--- config.mk ---
export PLATFORM = sky130hd
export DESIGN_NAME = otp_ctrl_key_bcast
export DESIGN_NICKNAME = d
export VERILOG_FILES = /design/src/rtl/otp_ctrl_key_bcast.sv
export SDC_FILE = /design/constraint.sdc
export NUM_CORES = 1
export LEC_CHECK = 0
export ABC_AREA = 0
export CORE_MARGIN = 2
export CORE_UTILIZATION = 49
export CTS_CLUSTER_SIZE = 40
export DETAILED_ROUTE_END_ITERATION = 12
export PLACE_DENSITY = 0.86
export SLEW_MARGIN = 5
export SYNTH_ARGS = -nofsm -noshare
export SYNTH_HDL_FRONTEND = slang
export SYNTH_SLANG_ARGS = --single-unit
--- constraint.sdc ---
create_clock -name clk_i -period 2.1 [get_ports clk_i]
set_input_delay 0.315 -clock clk_i [delete_from_list [all_inputs] [get_ports clk_i]]
set_output_delay 0.315 -clock clk_i [all_outputs]
set_load 0.02 [all_outputs]
--- src/rtl/otp_ctrl_key_bcast.sv ---
// Round-robin ephemeral key broadcast: gathers EDN words per grant, mixes the key with the OTP seed.
// Optional EDN repetition/stuck-word filter is compiled in when OTP_KEY_BCAST_REPCHK_EN is defined.
module otp_ctrl_key_bcast #(
  parameter int NumReq     = 4,
  parameter int KeyWidth   = 128,
  parameter int NonceWidth = 64,
  parameter int EdnWidth   = 64
) (
  input  logic                  clk_i,
  input  logic                  rst_i,
  input  logic [NumReq-1:0]     req_i,
  output logic [NumReq-1:0]     ack_o,
  output logic [KeyWidth-1:0]   key_o,
  output logic [NonceWidth-1:0] nonce_o,
  output logic                  seed_valid_o,
  input  logic [KeyWidth-1:0]   key_seed_i,
  input  logic                  seed_valid_i,
  output logic                  edn_req_o,
  input  logic                  edn_ack_i,
  input  logic [EdnWidth-1:0]   edn_data_i,
  output logic                  busy_o,
  output logic                  err_o
);
  localparam int NumEdnWords = (KeyWidth + NonceWidth + EdnWidth - 1) / EdnWidth;
  localparam int BufWidth    = NumEdnWords * EdnWidth;
  localparam int IdxW        = (NumReq > 1) ? $clog2(NumReq) : 1;
  localparam int CntW        = $clog2(NumEdnWords + 1);

  typedef enum logic [1:0] {ST_IDLE, ST_FETCH, ST_ACK} state_e;

  state_e                state_reg;
  logic [IdxW-1:0]       ptr_reg;
  logic [IdxW-1:0]       grant_reg;
  logic [CntW-1:0]       cnt_reg;
  logic                  seed_latch_reg;
  logic [NumReq-1:0]     ack_reg;
  logic [KeyWidth-1:0]   key_reg;
  logic [NonceWidth-1:0] nonce_reg;
  logic                  seed_valid_reg;
  logic [BufWidth-1:0]   buf_flat;

  logic [IdxW-1:0]       cand_idx [NumReq];
  logic [NumReq-1:0]     cand_req;
  logic [IdxW-1:0]       gnt_next;
  logic                  gnt_valid;
  logic                  word_ok;
  logic                  edn_take;

  genvar gi;

  // Candidate gi is the channel gi places after the pointer, wrapping at NumReq.
  generate
    for (gi = 0; gi < NumReq; gi++) begin : g_cand
      logic [IdxW:0] sum;
      assign sum          = {1'b0, ptr_reg} + (IdxW+1)'(gi);
      assign cand_idx[gi] = (sum >= (IdxW+1)'(NumReq)) ? IdxW'(sum - (IdxW+1)'(NumReq))
                                                        : sum[IdxW-1:0];
      assign cand_req[gi] = req_i[cand_idx[gi]];
    end
  endgenerate

  always_comb begin
    gnt_next  = ptr_reg;
    gnt_valid = 1'b0;
    for (int i = NumReq - 1; i >= 0; i--) begin
      if (cand_req[i]) begin
        gnt_next  = cand_idx[i];
        gnt_valid = 1'b1;
      end
    end
  end

`ifdef OTP_KEY_BCAST_REPCHK_EN
  logic [EdnWidth-1:0] prev_word_reg;
  logic                err_reg;
  logic                word_bad;

  // Stuck-at words and repeats of the last accepted word are dropped; the fetch simply continues.
  assign word_bad = (edn_data_i == '0) || (&edn_data_i) ||
                    ((cnt_reg != '0) && (edn_data_i == prev_word_reg));
  assign word_ok  = ~word_bad;
  assign err_o    = err_reg;

  always_ff @(posedge clk_i) begin
    if (rst_i) begin
      prev_word_reg <= '0;
      err_reg       <= 1'b0;
    end else if ((state_reg == ST_FETCH) && edn_ack_i) begin
      if (word_bad) begin
        err_reg <= 1'b1;
      end else begin
        prev_word_reg <= edn_data_i;
      end
    end
  end
`else
  assign word_ok = 1'b1;
  assign err_o   = 1'b0;
`endif

  assign edn_take = (state_reg == ST_FETCH) && edn_ack_i && word_ok;

  generate
    for (gi = 0; gi < NumEdnWords; gi++) begin : g_buf
      logic [EdnWidth-1:0] word_reg;
      always_ff @(posedge clk_i) begin
        if (rst_i) begin
          word_reg <= '0;
        end else if (edn_take && (cnt_reg == CntW'(gi))) begin
          word_reg <= edn_data_i;
        end
      end
      assign buf_flat[gi*EdnWidth +: EdnWidth] = word_reg;
    end
  endgenerate

  always_ff @(posedge clk_i) begin
    if (rst_i) begin
      state_reg      <= ST_IDLE;
      ptr_reg        <= '0;
      grant_reg      <= '0;
      cnt_reg        <= '0;
      seed_latch_reg <= 1'b0;
      ack_reg        <= '0;
      key_reg        <= '0;
      nonce_reg      <= '0;
      seed_valid_reg <= 1'b0;
    end else begin
      ack_reg <= '0;
      unique case (state_reg)
        ST_IDLE: begin
          if (gnt_valid) begin
            grant_reg      <= gnt_next;
            seed_latch_reg <= seed_valid_i;
            cnt_reg        <= '0;
            state_reg      <= ST_FETCH;
          end
        end
        ST_FETCH: begin
          if (edn_take) begin
            cnt_reg <= cnt_reg + CntW'(1);
            if (cnt_reg == CntW'(NumEdnWords - 1)) begin
              state_reg <= ST_ACK;
            end
          end
        end
        ST_ACK: begin
          // An abandoned request still advances the pointer so it cannot starve others.
          if (req_i[grant_reg]) begin
            ack_reg        <= NumReq'(1) << grant_reg;
            key_reg        <= buf_flat[KeyWidth-1:0] ^ key_seed_i;
            nonce_reg      <= buf_flat[KeyWidth +: NonceWidth];
            seed_valid_reg <= seed_latch_reg;
          end
          ptr_reg   <= (grant_reg == IdxW'(NumReq - 1)) ? '0 : grant_reg + IdxW'(1);
          state_reg <= ST_IDLE;
        end
        default: state_reg <= ST_IDLE;
      endcase
    end
  end

  assign ack_o        = ack_reg;
  assign key_o        = key_reg;
  assign nonce_o      = nonce_reg;
  assign seed_valid_o = seed_valid_reg;
  assign busy_o       = (state_reg != ST_IDLE);
  assign edn_req_o    = (state_reg == ST_FETCH);

endmodule

---- Word level (Yosys, flattened, before mapping) ----
Cells that the tools add are included.
word-level totals
  word-level logic and storage cells ...... 85
  output and inout port bits .............. 200
  input bits .............................. 200
  bits in registers ....................... 398
operators by class
  bitwise logic cells ..................... 3
  mux-type cells .......................... 30
  magnitude comparators ................... 9
  shifts and indexed selects .............. 1
  reductions and logical operators ........ 13
  equality and inequality tests ........... 8
  add/sub/neg operators ................... 9
operators with widths
  cell                   number
  $xor A128 B128 Y128    1
  $mux W2                14
  $lt A2 B3 Y1 const B   5
  $bmux W1 S2            5
  $ge A3 B3 Y1 const B   3
  $mux W1                9
  $pmux W2 S2            2
  $sub A2 B1 Y2 const B  4
  $add A2 B2 Y3 const B  2
  $eq A2 B2 Y1 const B   3
  $reduce_and A3 Y1      2
  $add A2 B1 Y2 const B  2
  $eq A2 B1 Y1 const B   2
  $logic_and A1 B1 Y1    4
  $logic_not A2 Y1       2
  $ne A2 B1 Y1 const B   2
  $reduce_and A2 Y1      2
  $reduce_bool A2 Y1     2
  $shl A1 B2 Y4 const A  1
  $add A2 B1 Y3 const B  1
  $ge A2 B3 Y1 const B   1
  $reduce_or A3 Y1       1
  $ne A2 B2 Y1 const B   1
  $not A1 Y1             2

---- Logic depth before layout (Yosys ltp) ----
Gate-level depths: netlist of run 1.
  depth in word-level cells ............... 11
  mapped depth ............................ 7
  gate-level depth less buffers ........... 5

---- Worst setup path before layout of run 1 ----
Ideal clock, no wire load.
  kind .................................... register to register
  from .................................... register grant_reg[0]
  to ...................................... register nonce_reg[13], in the netlist nonce_o[13]
  slack ................................... 408 ps
  path buffers ............................ 3
  data arrival time ....................... 1622 ps
  setup time .............................. 70 ps
  period minus slack after synthesis ...... 1692 ps
  stages on the path, launching flop included .. 8
  required time ........................... 2030 ps
  cells stage by stage .................... dfxtp_1 -> clkbuf_1 -> mux2i_1 -> o22a_1 -> buf_2 -> buf_2 -> nand2_1 -> a21oi_1
on the way
  word-level cells in the longest chain between the ends .. 3
ends and longest elaborated chain
  element                        line  source
  start: declaration             33    logic [IdxW-1:0] grant_reg;
  start signal: assignment       133   grant_reg <= gnt_next;
  $bmux W1 S2                    149   if (req_i[grant_reg]) begin
  $mux W1 (implied by the code)  149
  $reduce_and A2 Y1 (no line)    n/a
  end signal: assignment         152   nonce_reg <= buf_flat[KeyWidth +: NonceWidth];
  end: declaration               38    logic [NonceWidth-1:0] nonce_reg;
No other way between the ends. The select of a mux whose other input is x is not followed.
A chain may end at the register's enable or synchronous reset.

---- Final worst setup path of run 1 ----
  from .................................... register state_reg[1]
  to ...................................... register key_reg[116], in the netlist key_o[116]
on the way
  word-level cells in the longest chain between the ends .. 2
ends and longest elaborated chain
  element                      line  source
  start: declaration           31    state_e state_reg;
  start signal: assignment     119   state_reg <= ST_IDLE;
  start signal: assignment     136   state_reg <= ST_FETCH;
  start signal: assignment     143   state_reg <= ST_ACK;
  $eq A2 B2 Y1                 130   unique case (state_reg)
  $reduce_and A2 Y1 (no line)  n/a
  end signal: assignment       151   key_reg <= buf_flat[KeyWidth-1:0] ^ key_seed_i;
  end: declaration             37    logic [KeyWidth-1:0] key_reg;
No other way between the ends.

==> impl_metrics.toml, run 1 <==
[global_routing]
gr-total-overflow = 0
via_count_of_the_first_global_routing_pass = 13900
grt_pass1_wl_um = 72300
largest_net_degree_at_the_start_of_global_routing = 85
antenna_found_initial = 1
grt_usage_pct = 27.2

[clock_network]
cts_inserted_buffers = 40
cts_hold_repair.buffers = 0
cts_num_sinks = 398
post_cts.resized_instances = 2
cts-root-buf = "clkbuf_16"
cts_post_setup_buffers_inserted = 0
cts_htree_levels = 2
tritoncts = "built"
clock_latency_ns = 0.52
clock_tree.buffer_depth = 3
clkTransAtPathRegs_ns = 0.07

[synthesis]
synthCells = 1754
synth_seq_cells = 398
yosysTopAreaCellShare_pct = 51.8
synthesis.area_per_instance_um2 = 8.77
synth_edf_count = 0
synthesis.area_um2 = 15400
synth_top_area_cells = "dfxtp_1 52%, nand2_1 13%, a21oi_1 8.6%"
postSynthNetCount = 1958
yosys.cell_types.count = 35
dominantRegCellSynth = "dfxtp_1"
synth.largest_area_cell = "dfxtp_1"
sequential_to_total_area_share_from_yosys_stat_pct = 51.8
yosys_warnings = 0
postSynth.asyncResetShare_pct = 0

[power]
power_density_nw_per_um2 = 745
combinational_power_share_pct = 7.3
internal_power_w = 0.0122
leakage_power_summed_over_all_cells_nw = 6.79
clock_power_share_pct = 43.9
vdd.ir_drop.worst_mv = 0.563
pwr-share-seq_pct = 48.8
power_switching_share_pct = 22.4
p_switching_w = 0.00354

[placement]
hpwlAfterDp_um = 31500
gpl.final_weighted_congestion = 0.834
dpl.cell_count = 2474
dp_slack_ns = -0.0560
io_buffer_count = 398

[setup_path]
timing.critical_path.fanout_max = 31
critical_path_required_ns = 2.53
setup.worst_path.start_class = "register"
worstSetupEndpointType = "register"
critPathArrivalTime_ns = 2.43
worst_path_class_setup = "register to register"

[sta]
grt_setup_unrepaired = "false"
finalCritPeriodShare_pct = 95.1
final.setup.worst_slack_ns = 0.102
finalMaxSlewViolations = 0
final_hold_viol_count = 0
maxSlewHeadroom_pct = 52.2
maxClockFrequency_ghz = 0.501
layout_min_cycle_time_ns = 2.00
transition_time_of_the_tightest_slew_check_pin_ns = 0.717
clock_skew_ns = 0.0176
count_of_final_setup_violators = 0

[final_layout]
area_growth_syn_to_layout_pct = 37.6
stdcell_count = 2543
largest_register_ff_count = 192
finish.net_count = 2324
drive_above_1_share_pct = 10.5

[die]
floorplan.die.height_um = 181
floorplan.rows = 64
fp.dieArea_um2 = 32800
core_area_um2 = 30700
die_w_um = 181
start_util_pct = 50.0
design.portCount = 400

[routing]
dr.first_iter.drc_count = 1203
route.detailed.vias_per_inst = 5.40
antenna_nets_post_route = 0
drc = 0
length_of_the_first_detailed_routing_pass_in_iterations = 6
post_drt_wl_per_cell_um = 18.2
routed-via-count = 13700
totalWireLength_um = 46200

[run]
maximum_capacitance_violations = 0

[outcome]
outcome = "finished clean"

[min_path]
worst_hold_path_type = "input port to register"
[final timing paths]
kind / start / end / slack (ns) / depth (start not counted)
min reg2reg: nonce_o[55]$_SDFFE_PP0N_ / nonce_o[55]$_SDFFE_PP0N_ / 0.45 / 2
max reg2reg: state_reg[1]$_SDFFE_PP0P_ / key_o[116]$_SDFFE_PP0N_ / 0.10 / 6
max: state_reg[1]$_SDFFE_PP0P_ / key_o[116]$_SDFFE_PP0N_ / 0.10 / 6
min: rst_i / g_buf[2].word_reg[25]$_SDFFE_PP0P_ / 0.15 / 2
[logic make-up (layout without fill, tap and decap cells)]
kind of cell	after synthesis	in the layout	synth area share, %
xor+xnor	128	128	7.29
fa+ha+maj	4	4	0.325
buf+inv	133	524	4.69
mux	3	3	0.195
other cells	1	3	0.0244
compound gates	402	402	18.5
flops	398	398	51.8
simple gates	685	685	17.2
[power groups by stage]
stage | Combinational, W | Sequential [W] | Clock (W)
after floorplan | 0.000500 | 0.00784 | 0
after global placement | 0.00112 | 0.00786 | 0
after detailed placement | 0.00114 | 0.00786 | 0
after CTS | 0.00115 | 0.00769 | 0.00703
after global routing | 0.00123 | 0.00770 | 0.00735
final | 0.00115 | 0.00769 | 0.00692
[cells in the mapped netlist, types with 5 or more instances]
cell,n
a211oi_1,31
a211oi_2,97
a21oi_1,265
buf_1,5
buf_2,43
buf_4,10
buf_8,11
clkbuf_1,60
dfxtp_1,398
nand2_1,522
nand2b_1,7
nor2_1,135
xnor2_1,128
[metal layers]
| layer | track usage, % | vias to the layer above | part of all wire (%) | routed length [um] |
|---|---|---|---|---|
| met5 | 0 | - | 0 | 0 |
| li1 | - | 6495 | - | - |
| met2 | 46.0 | 606 | 48 | 22100 |
| met3 | 4.60 | 147 | 6.5 | 3000 |
| met4 | 15.1 | 0 | 5.8 | 2690 |
| met1 | 32.9 | 6486 | 40 | 18400 |
[cells in the final DEF (no fill, tap or decap), types with 6 or more instances in the layout]
cell type,instances
clkbuf_16,41
a211oi_2,97
nor2_1,135
nand2_1,522
nand2b_1,7
clkinv_2,6
clkdlybuf4s50_1,395
buf_12,23
clkbuf_1,6
dfxtp_1,398
a21oi_1,265
buf_4,33
a211oi_1,31
clkbuf_8,9
xnor2_1,128
[metrics by stage]
stage	cell area, um^2	TNS [ns]	total power, W	util, %	hold WS, ns
floorplan	15400	0	0.00834	-	0.437
global placement	19900	-0.0399	0.00897	64.7	0.437
detailed placement	19900	-1.08	0.00900	64.7	0.442
CTS	21200	0	0.0159	68.8	0.127
global route	21200	0	0.0163	68.8	0.144
finish	21200	0	0.0158	68.8	0.151
[critical path: stages, from the launching register on]
cell,delay (ns)
dfxtp_1,0.44
or3b_1,0.45
o22ai_4,0.20
buf_12,0.24
buf_12,0.23
nor2_1,0.09
a211oi_2,0.23
[layout make-up]
class,count,area [um^2]
fillers,2234,9580
flip-flops and latches,398,7970
multi-input cells,1223,6730
repair buffers,454,4690
clock buffers,56,1170
well taps,396,495
clock inverters,11,90.1
inverters,3,11.3
diodes,2,5.00
Note: power is estimated with default switching activity, not from simulation.
==> run 2: changes to the inputs <==
- CORE_UTILIZATION: 49 -> 63
- DONT_BUFFER_PORTS: not set -> 1
- PLACE_DENSITY: 0.86 -> 0.85
==> impl_metrics.toml, run 2 (synthesis results as in run 1) <==
[outcome]
outcome = "complete, but fails checks"
failed_checks = "negative hold slack"

[die]
design.portCount = 400
core_area_um2 = 24200
floorplan.rows = 57
floorplan.die.height_um = 160
fp.dieArea_um2 = 25700
start_util_pct = 63.6
die_w_um = 160

[setup_path]
critPathArrivalTime_ns = 2.39
timing.critical_path.from = "state_reg[1]$_SDFFE_PP0P_"
regToRegSetupSlack_ns = 0.10
rr_startpoint = "state_reg[1]$_SDFFE_PP0P_"
timing.critical_path.fanout_max = 38
critical_path_required_ns = 2.49
worstSetupEndpointType = "register"
worst_path_class_setup = "register to register"
setup.worst_path.start_class = "register"

[sta]
maxClockFrequency_ghz = 0.501
finalCritPeriodShare_pct = 95.1
transition_time_of_the_tightest_slew_check_pin_ns = 1.05
clock_skew_ns = 0.0133
setup_tns_ns = 0
maxSlewHeadroom_pct = 29.7
finalMaxSlewViolations = 0
final.setup.worst_slack_ns = 0.104
grt_setup_unrepaired = "false"
final_hold_viol_count = 19
layout_min_cycle_time_ns = 2.00
fin_worst_hold_slack_ns = -0.107
count_of_final_setup_violators = 0

[final_layout]
finish.net_count = 1975
drive_above_1_share_pct = 11.1
stdcell_count = 2120
most-common-layout-cells = "522 x nand2_1, 398 x dfxtp_1, 265 x a21oi_1, 135 x nor2_1, 128 x xnor2_1"
area_growth_syn_to_layout_pct = 14.4
final_common_cell = "nand2_1"
largest_register_ff_count = 192
num_antenna_cells = 0
final_core_util_pct = 72.8
postLayoutCellArea_um2 = 17600

[global_routing]
via_count_of_the_first_global_routing_pass = 12100
antenna_found_initial = 0
gr-total-overflow = 0
grt_usage_pct = 30.0
grt_pass1_wl_um = 62600
largest_net_degree_at_the_start_of_global_routing = 398

[placement]
gpl.final_weighted_congestion = 0.836
dp_slack_ns = 0.159
io_buffer_count = 0
hpwlAfterDp_um = 25700
dpl.cell_count = 1980
post_dp_cell_area_um2 = 15500

[routing]
routed-via-count = 12300
length_of_the_first_detailed_routing_pass_in_iterations = 5
antenna_nets_post_route = 0
dr.first_iter.drc_count = 1046
post_drt_wl_per_cell_um = 19.1
totalWireLength_um = 40400
route.detailed.vias_per_inst = 5.78
drc = 0

[clock_network]
cts_htree_levels = 2
cts-root-buf = "clkbuf_16"
cts_inserted_buffers = 40
clock_latency_ns = 0.51
tritoncts = "built"
clkTransAtPathRegs_ns = 0.06
clock_tree.buffer_depth = 3
cts_post_setup_buffers_inserted = 0
cts_num_sinks = 398

[power]
power_density_nw_per_um2 = 884
vdd.ir_drop.worst_mv = 0.707
leakage_power_summed_over_all_cells_nw = 5.54

[run]
maximum_capacitance_violations = 0

[min_path]
worst_hold_path_type = "input port to register"
hp-start = "rst_i"
==> run 2: cell types whose count changed in the layout (fill, tap and decap cells not counted), moves of 2 or more <==
cell / change
bufinv_16: +3
buf_4: -15
dlygate4sd2_1: -2
clkinv_2: -4
diode_2: -2
buf_12: -10
clkinvlp_4: -2
clkdlybuf4s50_1: -395
dlygate4sd3_1: +73
==> run 2: critical path: stages, from the launching register on <==
cell	delay, ns
dfxtp_1	0.41
or3b_1	0.44
o22ai_4	0.20
buf_12	0.25
buf_12	0.24
nor2_1	0.07
a211oi_1	0.22
==> run 2: metrics by stage <==
step	hold slack [ns]	total power, W
after global placement	0.402	0.00831
after CTS	-0.136	0.0156
final	-0.107	0.0155
after floorplan	0.437	0.00834
after global routing	-0.128	0.0160
after detailed placement	0.401	0.00833
==> run 2: final cells by class <==
cell class / count / area (um^2)
inverters: 3 / 11.3
clock buffers: 58 / 1190
clock inverters: 9 / 154
fillers: 1631 / 6590
well taps: 324 / 405
flip-flops and latches: 398 / 7970
multi-input cells: 1223 / 6730
repair buffers: 105 / 1140
==> run 2: report_power, final <==
part | total, W | internal, W | switching (W)
Combinational | 0.000631 | 0.000304 | 0.000327
Sequential | 0.00770 | 0.00763 | 0.0000692
Clock | 0.00722 | 0.00441 | 0.00281
==> run 2: path summary, 6_finish.rpt <==
check / endpoint / cells after the start
max: key_o[127]$_SDFFE_PP0N_ / 6
min: key_o[88]$_SDFFE_PP0N_ / 1
max reg2reg: key_o[127]$_SDFFE_PP0N_ / 6
min reg2reg: nonce_o[34]$_SDFFE_PP0N_ / 2
==> run 2: repair_timing <==
item / in CTS / in global routing
setup endpoints to repair: 0 / 3
endpoints found under the hold margin: 396 / 180
hold buffers: 56 / 17
resized for setup: 0 / 1
==> run 2: layer usage <==
| layer | up-vias | global-route usage, % | share of wire (%) |
|---|---|---|---|
| met3 | 119 | 7.69 | 8.5 |
| li1 | 5796 | - | - |
| met2 | 605 | 53.0 | 50 |
| met4 | 0 | 13.5 | 3.9 |
| met5 | - | 0 | 0 |
| met1 | 5736 | 34.2 | 38 |
